===== src/rtl/bram_arbiter.sv =====
// bram_arbiter: shares one simple-dual-port BRAM between requesters A and B.
// The write port and the read port are arbitrated independently (round-robin
// on contention). A read that collides with a same-cycle write to the same
// address returns the freshly written data through a one-entry bypass.
// Grants are held off for INIT_WAIT cycles after reset release.
module bram_arbiter #(
  parameter int ADDR_SZ   = 8,
  parameter int DATA_SZ   = 16,
  parameter int INIT_WAIT = 64
) (
  input  logic               i_clk,
  input  logic               i_rst_n,
  input  logic               i_a_valid,
  output logic               o_a_ready,
  input  logic               i_a_wr,
  input  logic [ADDR_SZ-1:0] i_a_addr,
  input  logic [DATA_SZ-1:0] i_a_wdata,
  output logic               o_a_rsp,
  output logic [DATA_SZ-1:0] o_a_rdata,
  input  logic               i_b_valid,
  output logic               o_b_ready,
  input  logic               i_b_wr,
  input  logic [ADDR_SZ-1:0] i_b_addr,
  input  logic [DATA_SZ-1:0] i_b_wdata,
  output logic               o_b_rsp,
  output logic [DATA_SZ-1:0] o_b_rdata,
  output logic               o_wr_en,
  output logic [ADDR_SZ-1:0] o_waddr,
  output logic [DATA_SZ-1:0] o_wdata,
  output logic               o_rd_en,
  output logic [ADDR_SZ-1:0] o_raddr,
  input  logic [DATA_SZ-1:0] i_rdata
);

  localparam int CNT_W = (INIT_WAIT > 0) ? $clog2(INIT_WAIT + 1) : 1;
  localparam logic [CNT_W-1:0] WAIT_V = CNT_W'(INIT_WAIT);

  // Pointer encoding: 0 = A was granted last, 1 = B was granted last.
  logic [CNT_W-1:0]   r_cnt;
  logic               r_wptr;
  logic               r_rptr;
  logic               r_a_rsp;
  logic               r_b_rsp;
  logic               r_byp;
  logic [DATA_SZ-1:0] r_byp_data;

  logic               w_live;
  logic               w_a_wc;
  logic               w_b_wc;
  logic               w_a_rc;
  logic               w_b_rc;
  logic               w_a_wg;
  logic               w_b_wg;
  logic               w_a_rg;
  logic               w_b_rg;
  logic               w_byp_hit;
  logic [DATA_SZ-1:0] w_rsp_data;

  // Arbitration is live only out of reset and once the settle count is reached.
  assign w_live = i_rst_n && (r_cnt == WAIT_V);

  // Settle counter: counts up after reset release and saturates at INIT_WAIT.
  always_ff @(posedge i_clk or negedge i_rst_n) begin
    if (!i_rst_n) begin
      r_cnt <= '0;
    end else if (r_cnt != WAIT_V) begin
      r_cnt <= r_cnt + CNT_W'(1);
    end
  end

  // Candidate detection and round-robin grants for each BRAM port.
  always_comb begin
    w_a_wc = w_live && i_a_valid && i_a_wr;
    w_b_wc = w_live && i_b_valid && i_b_wr;
    w_a_rc = w_live && i_a_valid && !i_a_wr;
    w_b_rc = w_live && i_b_valid && !i_b_wr;
    w_a_wg = w_a_wc && (!w_b_wc || r_wptr);
    w_b_wg = w_b_wc && (!w_a_wc || !r_wptr);
    w_a_rg = w_a_rc && (!w_b_rc || r_rptr);
    w_b_rg = w_b_rc && (!w_a_rc || !r_rptr);
  end

  // BRAM port drive: the winner's request passes straight through, else zero.
  always_comb begin
    o_wr_en = w_a_wg || w_b_wg;
    o_waddr = '0;
    o_wdata = '0;
    o_rd_en = w_a_rg || w_b_rg;
    o_raddr = '0;
    if (w_a_wg) begin
      o_waddr = i_a_addr;
      o_wdata = i_a_wdata;
    end else if (w_b_wg) begin
      o_waddr = i_b_addr;
      o_wdata = i_b_wdata;
    end
    if (w_a_rg) begin
      o_raddr = i_a_addr;
    end else if (w_b_rg) begin
      o_raddr = i_b_addr;
    end
  end

  assign o_a_ready = w_a_wg || w_a_rg;
  assign o_b_ready = w_b_wg || w_b_rg;

  // Same-address read/write in one cycle: the BRAM returns stale data, so bypass.
  assign w_byp_hit = o_wr_en && o_rd_en && (o_raddr == o_waddr);

  // Round-robin pointers record the most recent winner of each port.
  always_ff @(posedge i_clk or negedge i_rst_n) begin
    if (!i_rst_n) begin
      r_wptr <= 1'b1;
      r_rptr <= 1'b1;
    end else begin
      if (w_a_wg) begin
        r_wptr <= 1'b0;
      end else if (w_b_wg) begin
        r_wptr <= 1'b1;
      end
      if (w_a_rg) begin
        r_rptr <= 1'b0;
      end else if (w_b_rg) begin
        r_rptr <= 1'b1;
      end
    end
  end

  // Response valids and bypass capture, aligned with the BRAM's read latency.
  always_ff @(posedge i_clk or negedge i_rst_n) begin
    if (!i_rst_n) begin
      r_a_rsp    <= 1'b0;
      r_b_rsp    <= 1'b0;
      r_byp      <= 1'b0;
      r_byp_data <= '0;
    end else begin
      r_a_rsp    <= w_a_rg;
      r_b_rsp    <= w_b_rg;
      r_byp      <= w_byp_hit;
      r_byp_data <= w_byp_hit ? o_wdata : '0;
    end
  end

  assign w_rsp_data = r_byp ? r_byp_data : i_rdata;
  assign o_a_rsp    = r_a_rsp;
  assign o_b_rsp    = r_b_rsp;
  assign o_a_rdata  = r_a_rsp ? w_rsp_data : '0;
  assign o_b_rdata  = r_b_rsp ? w_rsp_data : '0;

endmodule


===== config.mk =====
export PLATFORM = sky130hd
export DESIGN_NAME = bram_arbiter
export DESIGN_NICKNAME = d
export VERILOG_FILES = /design/src/rtl/bram_arbiter.sv
export SDC_FILE = /design/constraint.sdc
export NUM_CORES = 1
export LEC_CHECK = 0
export BUFFER_PORTS_ARGS = -buffer_cell sky130_fd_sc_hd__buf_2
export CORE_UTILIZATION = 35
export DETAILED_ROUTE_END_ITERATION = 6
export GPL_ROUTABILITY_DRIVEN = 0
export PLACE_DENSITY_LB_ADDON = 0.15
export SYNTH_ARGS = -nofsm -noshare
export SYNTH_HDL_FRONTEND = slang
export SYNTH_SLANG_ARGS = --single-unit

===== constraint.sdc =====
create_clock -name i_clk -period 2.7 [get_ports i_clk]
set_input_delay 0.27 -clock i_clk [delete_from_list [all_inputs] [get_ports i_clk]]
set_output_delay 0.27 -clock i_clk [all_outputs]
set_load 0.05 [all_outputs]

; Word level (Yosys, flattened, before mapping)
; Index checks and enable logic that the tools add are counted.
[word_totals]
out_inout_bits = 70
input_bits = 70
elab_cells = 56
reg_bits = 28
[classes]
eq_ne = 3
n_addsub = 1
n_reduce_logical = 31
mux = 14
[ops]
columns = op, n
row1 = 16-bit 2-to-1 mux, 6
row2 = 8-bit 2-to-1 mux, 4
row3 = 1-bit logical AND, 13
row4 = 8-bit equality test, 1
row5 = 1-bit zero test, 8
row6 = 1-bit logical OR, 8
row7 = "7-bit by 1-bit adder with 7-bit output, second input constant", 1
row8 = "7-bit equality test, second input constant", 1
row9 = "7-bit inequality test, second input constant", 1
row10 = 1-bit 2-to-1 mux, 4
row11 = 2-bit nonzero test, 2

; Depth between registers and ports, before layout
; Gate-level depths: netlist of run 1.
[logic_depth]
word_depth = 12
mapped_depth = 11
depth_no_buf = 9

; Worst setup path after synthesis of run 1
; OpenSTA, ideal clock, no wires.
[synth_timing]
path_type = register to register
from = register r_cnt[5]
to = register r_byp_data[10]
required_ns = 2.632
period_less_slack_ns = 2.977
t_arrival_ns = 2.908
stages_incl_launch_ff = 9
setup_time_ns = 0.068
slack_ns = -0.277
n_path_buf = 1
path_cell_list = dfrtp_1 -> nor4b_4 -> nand2_2 -> a21oi_1 -> nand2_4 -> a311o_1 -> nor4_4 -> buf_6 -> and3_1
[synth_between]
elab_cells_between_ends = 32
classes_between = eq/ne: 2 / mux: 7 / reduce/logical: 23
[synth_lines]
columns = element, line_no
row1 = start: declaration, 39  ; logic [CNT_W-1:0] r_cnt;
row2 = start signal: assignment, 67  ; r_cnt <= r_cnt + CNT_W'(1);
row3 = 7-bit equality test *, 60  ; assign w_live = i_rst_n && (r_cnt == WAIT_V);
row4 = 1-bit logical AND *, 60
row5 = 1-bit logical AND (on tied branches) (2 in a row), "74, 73"
row6 = 1-bit zero test (on tied branches), "77, 78"
row7 = 1-bit logical OR (on tied branches), "77, 78"
row8 = 1-bit logical AND (on tied branches), "77, 78"
row9 = 1-bit logical OR *, 85  ; o_wr_en = w_a_wg || w_b_wg;
row10 = via o_wr_en, 27  ; output logic o_wr_en,
row11 = 1-bit logical AND * (2 in a row), 108  ; assign w_byp_hit = o_wr_en && o_rd_en && (o_raddr == o_waddr);
row12 = 16-bit 2-to-1 mux *, 140  ; r_byp_data <= w_byp_hit ? o_wdata : '0;
row13 = end signal: assignment, 140
row14 = end: declaration, 45  ; logic [DATA_SZ-1:0] r_byp_data;
; Mark *: on every way through the listed nets, which the timed path passes. The rest lies on a longest branch.
; A chain may end at the register's enable or synchronous reset.

; Final worst setup path of run 1
[layout_timing]
from = register r_cnt[3]
to = output o_wdata[7]
[layout_between]
elab_chain_len = 9
elab_cells_between_ends = 14
classes_between = eq/ne: 1 / mux: 2 / reduce/logical: 11
[layout_lines]
columns = element, line_no
row1 = 7-bit equality test *, 60
row2 = 1-bit logical AND *, 60
row3 = 1-bit logical AND (2 in a row), 73  ; w_a_wc = w_live && i_a_valid && i_a_wr;
row4 = 1-bit zero test, 78  ; w_b_wg = w_b_wc && (!w_a_wc || !r_wptr);
row5 = 1-bit logical OR, 78
row6 = 1-bit logical AND, 78
row7 = 16-bit 2-to-1 mux, 93  ; end else if (w_b_wg) begin
row8 = 16-bit 2-to-1 mux *, 90  ; if (w_a_wg) begin
row9 = end: declaration, 29  ; output logic [DATA_SZ-1:0] o_wdata,
; Mark *: on every way between the ends. The rest lies on a longest branch, timed or not.

==> summary.md, run 1 <==
| Metric | Value |
|---|---|
| Number of global-route vias before repair | `~2100` |
| Vias | `between 2000 and 2500` |
| Maximum VDD drop | `179.5 µV` |
| Startpoint type of the worst setup path | `flop` |
| Worst-path clk slew | `100 ps` |
| Nets@finish | `~450` |
| CP Cell Sequence | `nor4b_4 > nand2_4 > nor2_1 > buf_6 > a22o_1 > buf_2` |
| Initial antenna violation count | `0` |
| Final wirelength | `a little over 6000 µm` |
| Overall die height | `approximately 80 µm` |
| Chip Width | `~80 µm` |
| Number of CTS-inserted buffers | `3` |
| Multi-input gate area | `1340 µm²` |
| Switching pwr | `191.5 µW` |
| Root buffer cell | `clkbuf_8` |
| Syn Area/Cell | `roughly 9.3 µm²` |
| Core area | `slightly below 6000 µm²` |
| Final HPWL DP | `approximately 4900 µm` |
| Pin slew with the least headroom to its limit | `roughly 450 ps` |
| Final period util | `0.9513` |
| DRT Pass-1 Iters | `4` |
| CTS H-tree depth | `1` |
| Clock Skews | `about 3.3 ps` |
| IO Pins | `140` |
| Status | `finished clean` |
| Synth warn | `0` |
| DRC | `0` |
| Sequential area share after synthesis | `0.3308` |
| Gr ovfl total | `0` |
| #FFs+latches synth | `28` |
| Layout cells sized above 1 | `0.4704` |
| LEAKAGE | `between 1.5 and 2 nW` |
| Sw Ratio | `0.2228` |
| CP max stage delay | `about 460 ps` |
| CP bufs+invs | `2` |
| Setup violations, final | `0` |
| CTS max path bufs | `2` |
| Pwr dens | `281.2 nW/µm²` |
| Unique masters post-synth | `39` |
| CTS Sinks | `28` |
| Max cap viols | `0` |
| Starting density of the core | `0.3612` |
| ANT cells | `0` |
| Clock latency on the worst-skew pair | `roughly 280 ps` |
| Max-slew violation count | `0` |
| HP Class | `in2async` |
| Max Fclk | `389.3 MHz` |
| Synthesized instance count | `roughly 230` |
| CTS tree | `done` |
| Worst Path Max Fanout | `18` |
| RSZ-0062 raised after global routing | `no` |
| Critical path class | `reg2out` |
| Fillers | `between 500 and 600` |
| Crit end category | `primary output` |
| Wire per inst | `~14 µm` |
| Placed Cells incl. Taps | `roughly 440` |
| Syn_nets | `approximately 300` |
| Vias per inst | `5.074` |
| Final core occ | `0.5193` |
| CP arrival | `2300 ps` |
| Sequential cell area | `703.2 µm²` |
| Final ANT Viol Nets | `0` |
| Hold Slack | `between 100 and 150 ps` |
| Final hold violations | `0` |
| Die area | `6390 µm²` |
| Sequential power share | `0.491` |
| Clock power share | `0.389` |
| First-pass GRT wire length | `9577 µm` |
| Setup_tns | `0 ps` |
| # rows | `28` |
| Area Growth Syn to Fin | `43.79%` |
| Largest net degree at the start of global routing | `29` |
| CTS hold repair buffers | `0` |
| Combinational fraction of design power | `0.120` |
| P_int | `about 670 µW` |
| Worst path slowest cell | `dfrtp_1` |
| Detailed Route Iter0 Violations | `76` |
| Family with the most delay on the worst path | `simple AND/OR/NAND/NOR gates` |
| Tmin final | `around 2600 ps` |
| Post-Layout Cell Count | `between 400 and 500` |
| Mapped cell area | `roughly 2100 µm²` |
| GR Util All Layers | `0.1917` |
| Slew margin rel. | `0.6990` |
| IO buf count | `approximately 140` |
| Worst Path Required | `2430 ps` |
## per-stage QoR
stage	total power [mW]	cell area, µm²	worst slack (ps)
floorplan	0.4590	2143	13.66
global placement	0.5308	2948	264.9
detailed placement	0.5330	2948	189.7
CTS	0.8706	3024	40.19
global route	0.8954	3057	6.253
finish	0.8596	3057	131.4
## per-layer routing
metal / track usage / vias to the layer above / routed length (µm)
met5: 0 / - / 0
met4: 0.06429 / 0 / 104
met3: 0.01257 / 9 / 281
met2: 0.3504 / 82 / 3125
met1: 0.2363 / 1063 / 2701
li1: - / 1114 / -
## area by class of cell
type                       instances  share of cell area
multi-input combinational        175              0.4384
clock buffer                       3             0.01351
clock inverter                     1            0.009824
sequential                        28              0.2300
inverter                          14             0.01719
tap                               75             0.03070
timing repair buffer             151              0.2603
## cells in the final DEF (no fill, tap or decap), drive strengths merged, types with 3 or more instances in the layout
master,n
o211ai,5
or2,3
o22ai,3
clkbuf,4
mux2i,16
dfrtp,26
a22o,28
o21ai,9
nand2,11
a21oi,4
buf,150
xnor2,4
nor2b,32
nand3,8
inv,14
nor4,3
nor2,7
and3,20
xor2,4
## state kept, by name (all words and copies together) (netlist names)
signal / cells
o_b_rsp: 1
r_byp_data: 16
r_cnt: 7
r_rptr: 1
r_wptr: 1
r_byp: 1
o_a_rsp: 1
## power groups by stage
| stage | Clock, mW | Combinational, mW | Sequential (mW) |
|---|---|---|---|
| CTS | 0.345 | 0.103 | 0.422 |
| global route | 0.357 | 0.115 | 0.423 |
| floorplan | 0 | 0.0288 | 0.430 |
| global placement | 0 | 0.100 | 0.430 |
| detailed placement | 0 | 0.103 | 0.430 |
| finish | 0.334 | 0.103 | 0.422 |
## worst register-to-register path, delay by kind of cell (launching register included)
family	cells	cell delay, ps
flip-flops	1	460
AND/OR/NAND/NOR	4	1140
buffers and inverters	1	230
AO/OA/AOI/OAI	3	610
## synth_stat cells
master,instances,share of area
nand2_2,1,0.0029
buf_6,2,0.011
a21oi_1,4,0.0094
and3_1,18,0.053
o211ai_1,5,0.018
o21ai_0,5,0.012
and3_2,2,0.0071
nand2_1,9,0.016
inv_1,14,0.025
nand3b_1,2,0.0071
a21boi_1,1,0.0035
and2b_1,1,0.0035
o31ai_1,2,0.0071
nor4_4,3,0.030
mux2i_1,16,0.075
nor2_1,7,0.012
o22a_1,1,0.0041
xnor2_1,4,0.016
xor2_1,4,0.016
nand2_4,1,0.0053
o21bai_1,2,0.0071
dfstp_2,2,0.025
or2_2,1,0.0029
a22o_1,28,0.12
nor4b_4,1,0.011
nor2b_1,32,0.094
o21ai_1,3,0.0071
o211a_1,1,0.0047
o22ai_1,3,0.0088
a2111oi_2,1,0.0071
and3b_1,1,0.0041
nand3_1,8,0.019
ha_1,2,0.012
o21ai_4,1,0.0077
or2_1,2,0.0059
clkbuf_1,10,0.018
and2_1,2,0.0059
dfrtp_1,26,0.31
a311o_1,1,0.0047
## path summary, 6_finish.rpt
kind / end / startpoint / slack [ps] / depth (start not counted)
max: o_wdata[7] / r_cnt[3]$_DFFE_PN0P_ / 130 / 6
min: r_cnt[5]$_DFFE_PN0P_ / i_rst_n / 110 / 2
max reg2reg: r_byp_data[0]$_DFF_PN0_ / r_cnt[3]$_DFFE_PN0P_ / 200 / 8
min reg2reg: r_cnt[6]$_DFFE_PN0P_ / r_cnt[6]$_DFFE_PN0P_ / 500 / 1
max in group asynchronous: r_rptr$_DFFE_PN1N_ / i_rst_n / 2300 / 2
min in group i_clk: r_wptr$_DFFE_PN1P_ / i_b_valid / 330 / 3
## timing repair
item,CTS,global route
resized for setup,1,6
pin swaps,0,1
setup endpoints to repair,1,34
buffers inserted,0,2
## kinds of logic after synthesis
logic type                 after synthesis  share of synthesized area
muxes                                   16                    0.07534
and+or+nand+nor                         91                     0.2802
xor gates and xnor gates                 8                    0.03296
DFF                                     28                     0.3308
buffers and inverters                   26                    0.05297
adders and majority gates                2                    0.01177
AOI/OAI and AO/OA                       58                     0.2160
Power figures use the tool's default switching activity.
==> inputs of run 2 (changes only) <==
--- a/config.mk
+++ b/config.mk
@@ -6,6 +6,7 @@
 export NUM_CORES = 1
 export LEC_CHECK = 0
 export BUFFER_PORTS_ARGS = -buffer_cell sky130_fd_sc_hd__buf_2
+export CORE_ASPECT_RATIO = 0.8
 export CORE_UTILIZATION = 35
 export DETAILED_ROUTE_END_ITERATION = 6
 export GPL_ROUTABILITY_DRIVEN = 0
==> run 2 against run 1 <==
Against the previous run:
- critical path depth unchanged
- register-to-register slack better by 30 ps
- hold slack got worse by 28 ps
- utilization up 2.2 points
- cell count rose by 0.89%
- clock skew fell by 0.73 ps
- sequential share of layout area unchanged
- combinational power is essentially flat
- via count shrank 1.5%
- clock-buffer cell count stayed put
- sequential cell count stayed put
- maximum frequency up 1.8%
- critical path type unchanged
- largest power group unchanged
==> summary.md, run 2 (same netlist as run 1, synthesis figures left out) <==
| Metric | Value |
|---|---|
| Status | `finished clean` |
| Number of global-route vias before repair | `between 2000 and 2500` |
| Maximum VDD drop | `188.8 µV` |
| Die area | `6391 µm²` |
| Final period util | `0.9349` |
| Chip Width | `roughly 89 µm` |
| Clock Skews | `roughly 2.5 ps` |
| Crit path launch | `r_cnt[3]$_DFFE_PN0P_` |
| Max Fclk | `roughly 400 MHz` |
| IO Pins | `between 100 and 150` |
| CTS hold repair buffers | `0` |
| Final instance area | `a little over 3000 µm²` |
| Starting density of the core | `0.3766` |
| Largest net degree at the start of global routing | `29` |
| Worst Path Required | `2430 ps` |
| IO buf count | `~140` |
| Largest Register | `r_byp_data` |
| Final wirelength | `about 6200 µm` |
| DRT Pass-1 Iters | `4` |
| Hold Slack | `about 77 ps` |
| Worst-path clk slew | `90 ps` |
| Nets@finish | `roughly 450` |
| CTS tree | `done` |
| Reg2reg path depth | `8` |
| Area Growth Syn to Fin | `43.79%` |
| WL met1 | `roughly 2900 µm` |
| Startpoint type of the worst setup path | `flop` |
| HP Class | `in2async` |
| LEAKAGE | `approximately 1.7 nW` |
| Vias | `2233` |
| Wire length on met2 | `2928 µm` |
| Crit end category | `primary output` |
| Overall Power | `around 850 µW` |
| Overall die height | `71.71 µm` |
| Core area | `around 5600 µm²` |
| Setup_tns | `0 ps` |
| Max-slew violation count | `0` |
| DRC | `0` |
| Vias per inst | `about 5.0` |
| CP max stage delay | `about 450 ps` |
| Critical path class | `reg2out` |
| Top Metal Used | `met4` |
| # rows | `24` |
| Detailed Route Iter0 Violations | `74` |
| Final hold violations | `0` |
| Worst path slowest cell | `dfrtp_1` |
| Most frequent cells in the layout | `buf_2 (138), nor2b_1 (32), a22o_1 (28)` |
| CP arrival | `2250 ps` |
| GR Util All Layers | `0.1954` |
| Tmin final | `about 2500 ps` |
| CTS max path bufs | `2` |
| Max reg flops | `16` |
| Crit path capture | `o_wdata[10]` |
| Final ANT Viol Nets | `0` |
| Layout cells sized above 1 | `0.4692` |
| Clock latency on the worst-skew pair | `270 ps` |
| Reg2Reg Setup Slack | `between 200 and 250 ps` |
| Setup violations, final | `0` |
| Initial antenna violation count | `0` |
| Final HPWL DP | `approximately 5000 µm` |
| Pwr dens | `approximately 280 nW/µm²` |
| Max cap viols | `0` |
| Most common cell after layout, fill and taps aside | `buf_2` |
| Root buffer cell | `clkbuf_8` |
| Slew margin rel. | `0.6990` |
| RSZ-0062 raised after global routing | `no` |
| Wire per inst | `approximately 14 µm` |
| Number of CTS-inserted buffers | `3` |
| First-pass GRT wire length | `roughly 10000 µm` |
| ANT cells | `0` |
| CTS Sinks | `28` |
| Placed Area | `between 2000 and 3000 µm²` |
| DR WL met3 | `322 µm` |
| CTS H-tree depth | `1` |
| Pin slew with the least headroom to its limit | `450.6 ps` |
| Worst Path Max Fanout | `17` |
| Gr ovfl total | `0` |
| Reg2reg end | `r_byp_data[6]$_DFF_PN0_` |
| Registers with the most flip-flops | `r_byp_data: 16 flops, r_cnt: 7 flops` |
| Worst r2r src | `r_cnt[3]$_DFFE_PN0P_` |
| CP Cell Sequence | `nor4b_4 > nand2_2 > nor2_1 > buf_6 > a22o_1 > buf_2` |
[run 2: timing repair]
action,in CTS,in global routing
resized for setup,0,4
endpoints found under the setup margin,0,21
buffers inserted,0,2
[run 2: area by class of cell]
cell class	count	area, µm²
inverter	14	52.55
timing repair buffer	152	799.5
sequential	28	703.2
clock buffer	3	41.29
tap	78	97.59
clock inverter	1	30.03
fill	565	2589
multi-input combinational	175	1333
[run 2: how the worst min path moves through the flow]
stage / end / slack, ps
CTS: r_cnt[3]$_DFFE_PN0P_ / 90
floorplan: o_a_rsp$_DFF_PN0_ / -30
detailed placement: r_byp_data[0]$_DFF_PN0_ / 390
global placement: r_cnt[5]$_DFFE_PN0P_ / 380
finish: r_cnt[4]$_DFFE_PN0P_ / 80
global route: r_cnt[3]$_DFFE_PN0P_ / 90
[run 2: per-stage QoR]
stage          setup WS, ps  cells  utilization
6_report              175.7    451       0.5414
3_3_place_gp          251.5    445       0.5242
4_1_cts               68.79    449       0.5368
3_5_place_dp          212.2    445       0.5242
2_1_floorplan         13.66    229            -
5_1_grt               1.400    451       0.5414
[run 2: power by group]
group,internal (mW),switching (mW),total (mW)
Clock,0.198,0.126,0.324
Sequential,0.421,0.00116,0.422
Combinational,0.0482,0.0540,0.102
Total,0.668,0.181,0.849
[run 2: critical path: cells and delay by family (launching register included)]
| kind | cells | cell delay (ps) |
|---|---|---|
| flops | 1 | 450 |
| simple gates | 3 | 820 |
| compound gates | 1 | 200 |
| buf+inv | 2 | 490 |
[run 2: per-layer routing]
| metal | track usage | vias up |
|---|---|---|
| met5 | 0 | - |
| met4 | 0.02293 | 0 |
| met3 | 0.02995 | 4 |
| met2 | 0.3291 | 75 |
| met1 | 0.2729 | 1040 |
| li1 | - | 1114 |
==> inputs of run 3 (changes only) <==
--- a/config.mk
+++ b/config.mk
@@ -11,6 +11,7 @@
 export DETAILED_ROUTE_END_ITERATION = 6
 export GPL_ROUTABILITY_DRIVEN = 0
 export PLACE_DENSITY_LB_ADDON = 0.15
+export REMOVE_ABC_BUFFERS = 1
 export SYNTH_ARGS = -nofsm -noshare
 export SYNTH_HDL_FRONTEND = slang
 export SYNTH_SLANG_ARGS = --single-unit
==> run 3 against run 2 <==
Against the previous run:
- utilization fell by 1.1 points
- hold slack better by 26 ps
- setup slack worse by 9.1 ps
- design area fell by 2.0%
- first-iteration DRC count grew 2.7%
- global-route usage down 0.46 points
- register-to-register slack got worse by 40 ps
- routed wire length is 1.0% higher
==> summary.md, run 3 (same netlist as run 1, synthesis figures left out) <==
| Metric | Value |
|---|---|
| HP Class | `in2async` |
| Die area | `between 6000 and 7000 µm²` |
| IO buf count | `139` |
| Largest Register | `r_byp_data` |
| CP arrival | `2260 ps` |
| Core area | `approximately 5600 µm²` |
| Critical path class | `reg2out` |
| ANT cells | `0` |
| IO Pins | `140` |
| Maximum VDD drop | `~200 µV` |
| Setup violations, final | `0` |
| Worst-path clk slew | `~90 ps` |
| Startpoint type of the worst setup path | `flop` |
| Largest net degree at the start of global routing | `29` |
| Hold Slack | `~100 ps` |
| Layout cells sized above 1 | `0.4582` |
| RSZ-0062 raised after global routing | `no` |
| Final HPWL DP | `between 4000 and 5000 µm` |
| CTS tree | `done` |
| Max Fclk | `roughly 400 MHz` |
| Slew margin rel. | `0.5475` |
| First-pass GRT wire length | `9404 µm` |
| Area Growth Syn to Fin | `40.97%` |
| Status | `finished clean` |
| Tmin final | `2533 ps` |
| Starting density of the core | `0.3766` |
| Most common cell after layout, fill and taps aside | `buf_2` |
| # rows | `24` |
| Most used cell, CP | `buf_4` |
| Most frequent cells in the layout | `buf_2 (139), nor2b_1 (32), a22o_1 (28)` |
| Max-slew violation count | `0` |
| Worst path slowest cell | `dfrtp_1` |
| CP max stage delay | `~440 ps` |
| Final wirelength | `6231 µm` |
| CTS hold repair buffers | `0` |
| Place WS | `slightly below 200 ps` |
| Gr ovfl total | `0` |
| Max cap viols | `0` |
| GR Util All Layers | `0.1908` |
| Worst Path Max Fanout | `14` |
| Worst Path Required | `roughly 2400 ps` |
| Setup_tns | `0 ps` |
| Number of global-route vias before repair | `1924` |
| Final period util | `0.9383` |
| Post-CTS Setup Bufs | `0` |
| CTS H-tree depth | `1` |
| Pin slew with the least headroom to its limit | `about 680 ps` |
| Wire per inst | `approximately 14 µm` |
| Overall Power | `approximately 750 µW` |
| Post-Layout Cell Count | `around 450` |
| PnR worst setup slack | `166.6 ps` |
| Crit end category | `primary output` |
| CP Cell Sequence | `nor4b_4 > nand2_2 > buf_4 > nor2_2 > buf_4 > a22o_1 > buf_2` |
| Root buffer cell | `clkbuf_8` |
| Vias per inst | `between 4 and 5` |
| Fillers | `559` |
| Chip Width | `between 80 and 90 µm` |
| Placed Area | `2947 µm²` |
| Final hold violations | `0` |
| Max reg flops | `16` |
| Number of CTS-inserted buffers | `3` |
| Multi-input gate area | `between 1000 and 1500 µm²` |
| Detailed Route Iter0 Violations | `76` |
| Nets@finish | `approximately 440` |
| Final ANT Viol Nets | `0` |
| Final core occ | `0.5308` |
| Pwr dens | `approximately 250 nW/µm²` |
| Clock Skews | `2.598 ps` |
| Initial antenna violation count | `0` |
| Sequential cell area | `between 700 and 800 µm²` |
| Final instance area | `2997 µm²` |
| Clock latency on the worst-skew pair | `about 270 ps` |
| DRT Pass-1 Iters | `4` |
| Vias | `between 2000 and 2500` |
| CTS Sinks | `28` |
| Registers with the most flip-flops | `r_byp_data: 16 flops, r_cnt: 7 flops` |
| DRC | `0` |
| LEAKAGE | `1.703 nW` |
| CTS max path bufs | `2` |
| Overall die height | `between 70 and 80 µm` |
| Placed Cells incl. Taps | `between 400 and 500` |
## run 3: cell types whose count changed in the layout (fill, tap and decap cells not counted)
| cell | previous run | this run |
|---|---|---|
| a21oi_1 | 1 | 4 |
| a21oi_2 | 3 | 0 |
| buf_2 | 138 | 139 |
| buf_4 | 12 | 11 |
| buf_6 | 1 | 0 |
| bufinv_16 | 1 | 0 |
| clkbuf_1 | 0 | 1 |
| clkbuf_4 | 1 | 0 |
| nor2_1 | 5 | 3 |
| nor2_2 | 2 | 4 |
| o22ai_1 | 2 | 3 |
| o22ai_2 | 1 | 0 |
## run 3: worst max-delay path, delay by kind of cell, from the launching register on
kind | cells | cell delay, ps
AOI/OAI and AO/OA | 1 | 210
buffers and inverters | 3 | 670
DFF | 1 | 440
and+or+nand+nor | 3 | 660
## run 3: repair_timing
action / in CTS / in global routing
endpoints found under the setup margin: 0 / 6
gates resized for setup: 0 / 2
endpoints found under the hold margin: 0 / 0
## run 3: cell type report
class | count | area share
clock buffer | 4 | 0.01503
inverter | 14 | 0.01754
multi-input combinational | 175 | 0.4405
sequential | 28 | 0.2347
tap | 78 | 0.03257
timing repair buffer | 150 | 0.2597
## run 3: routing by layer
| metal | global-route usage | wire, µm | part of all wire | up-vias |
|---|---|---|---|---|
| li1 | - | - | - | 1114 |
| met1 | 0.2696 | 2847 | 0.46 | 1021 |
| met2 | 0.3011 | 2804 | 0.45 | 102 |
| met3 | 0.04147 | 515 | 0.083 | 6 |
| met4 | 0.03880 | 63 | 0.010 | 0 |
| met5 | 0 | 0 | 0 | - |
## run 3: report_power, final
part / internal (mW) / switching [mW] / leakage (nW)
logic: 0.0481 / 0.0545 / 1.31
clock network: 0.106 / 0.121 / 0.0228
registers: 0.421 / 0.00111 / 0.370
total: 0.575 / 0.177 / 1.70
## run 3: path summary, 6_finish.rpt
| kind | slack, ps | from | cells past startpoint | endpoint |
|---|---|---|---|---|
| min in group i_clk | 320 | i_b_valid | 3 | r_wptr$_DFFE_PN1P_ |
| setup / recovery | 170 | r_cnt[5]$_DFFE_PN0P_ | 7 | o_wdata[4] |
| hold / removal | 100 | i_rst_n | 2 | r_cnt[4]$_DFFE_PN0P_ |
| setup reg to reg | 190 | r_cnt[5]$_DFFE_PN0P_ | 8 | r_byp_data[6]$_DFF_PN0_ |
| hold reg to reg | 490 | r_cnt[6]$_DFFE_PN0P_ | 1 | r_cnt[6]$_DFFE_PN0P_ |
| max in group asynchronous | 2290 | i_rst_n | 2 | r_rptr$_DFFE_PN1N_ |
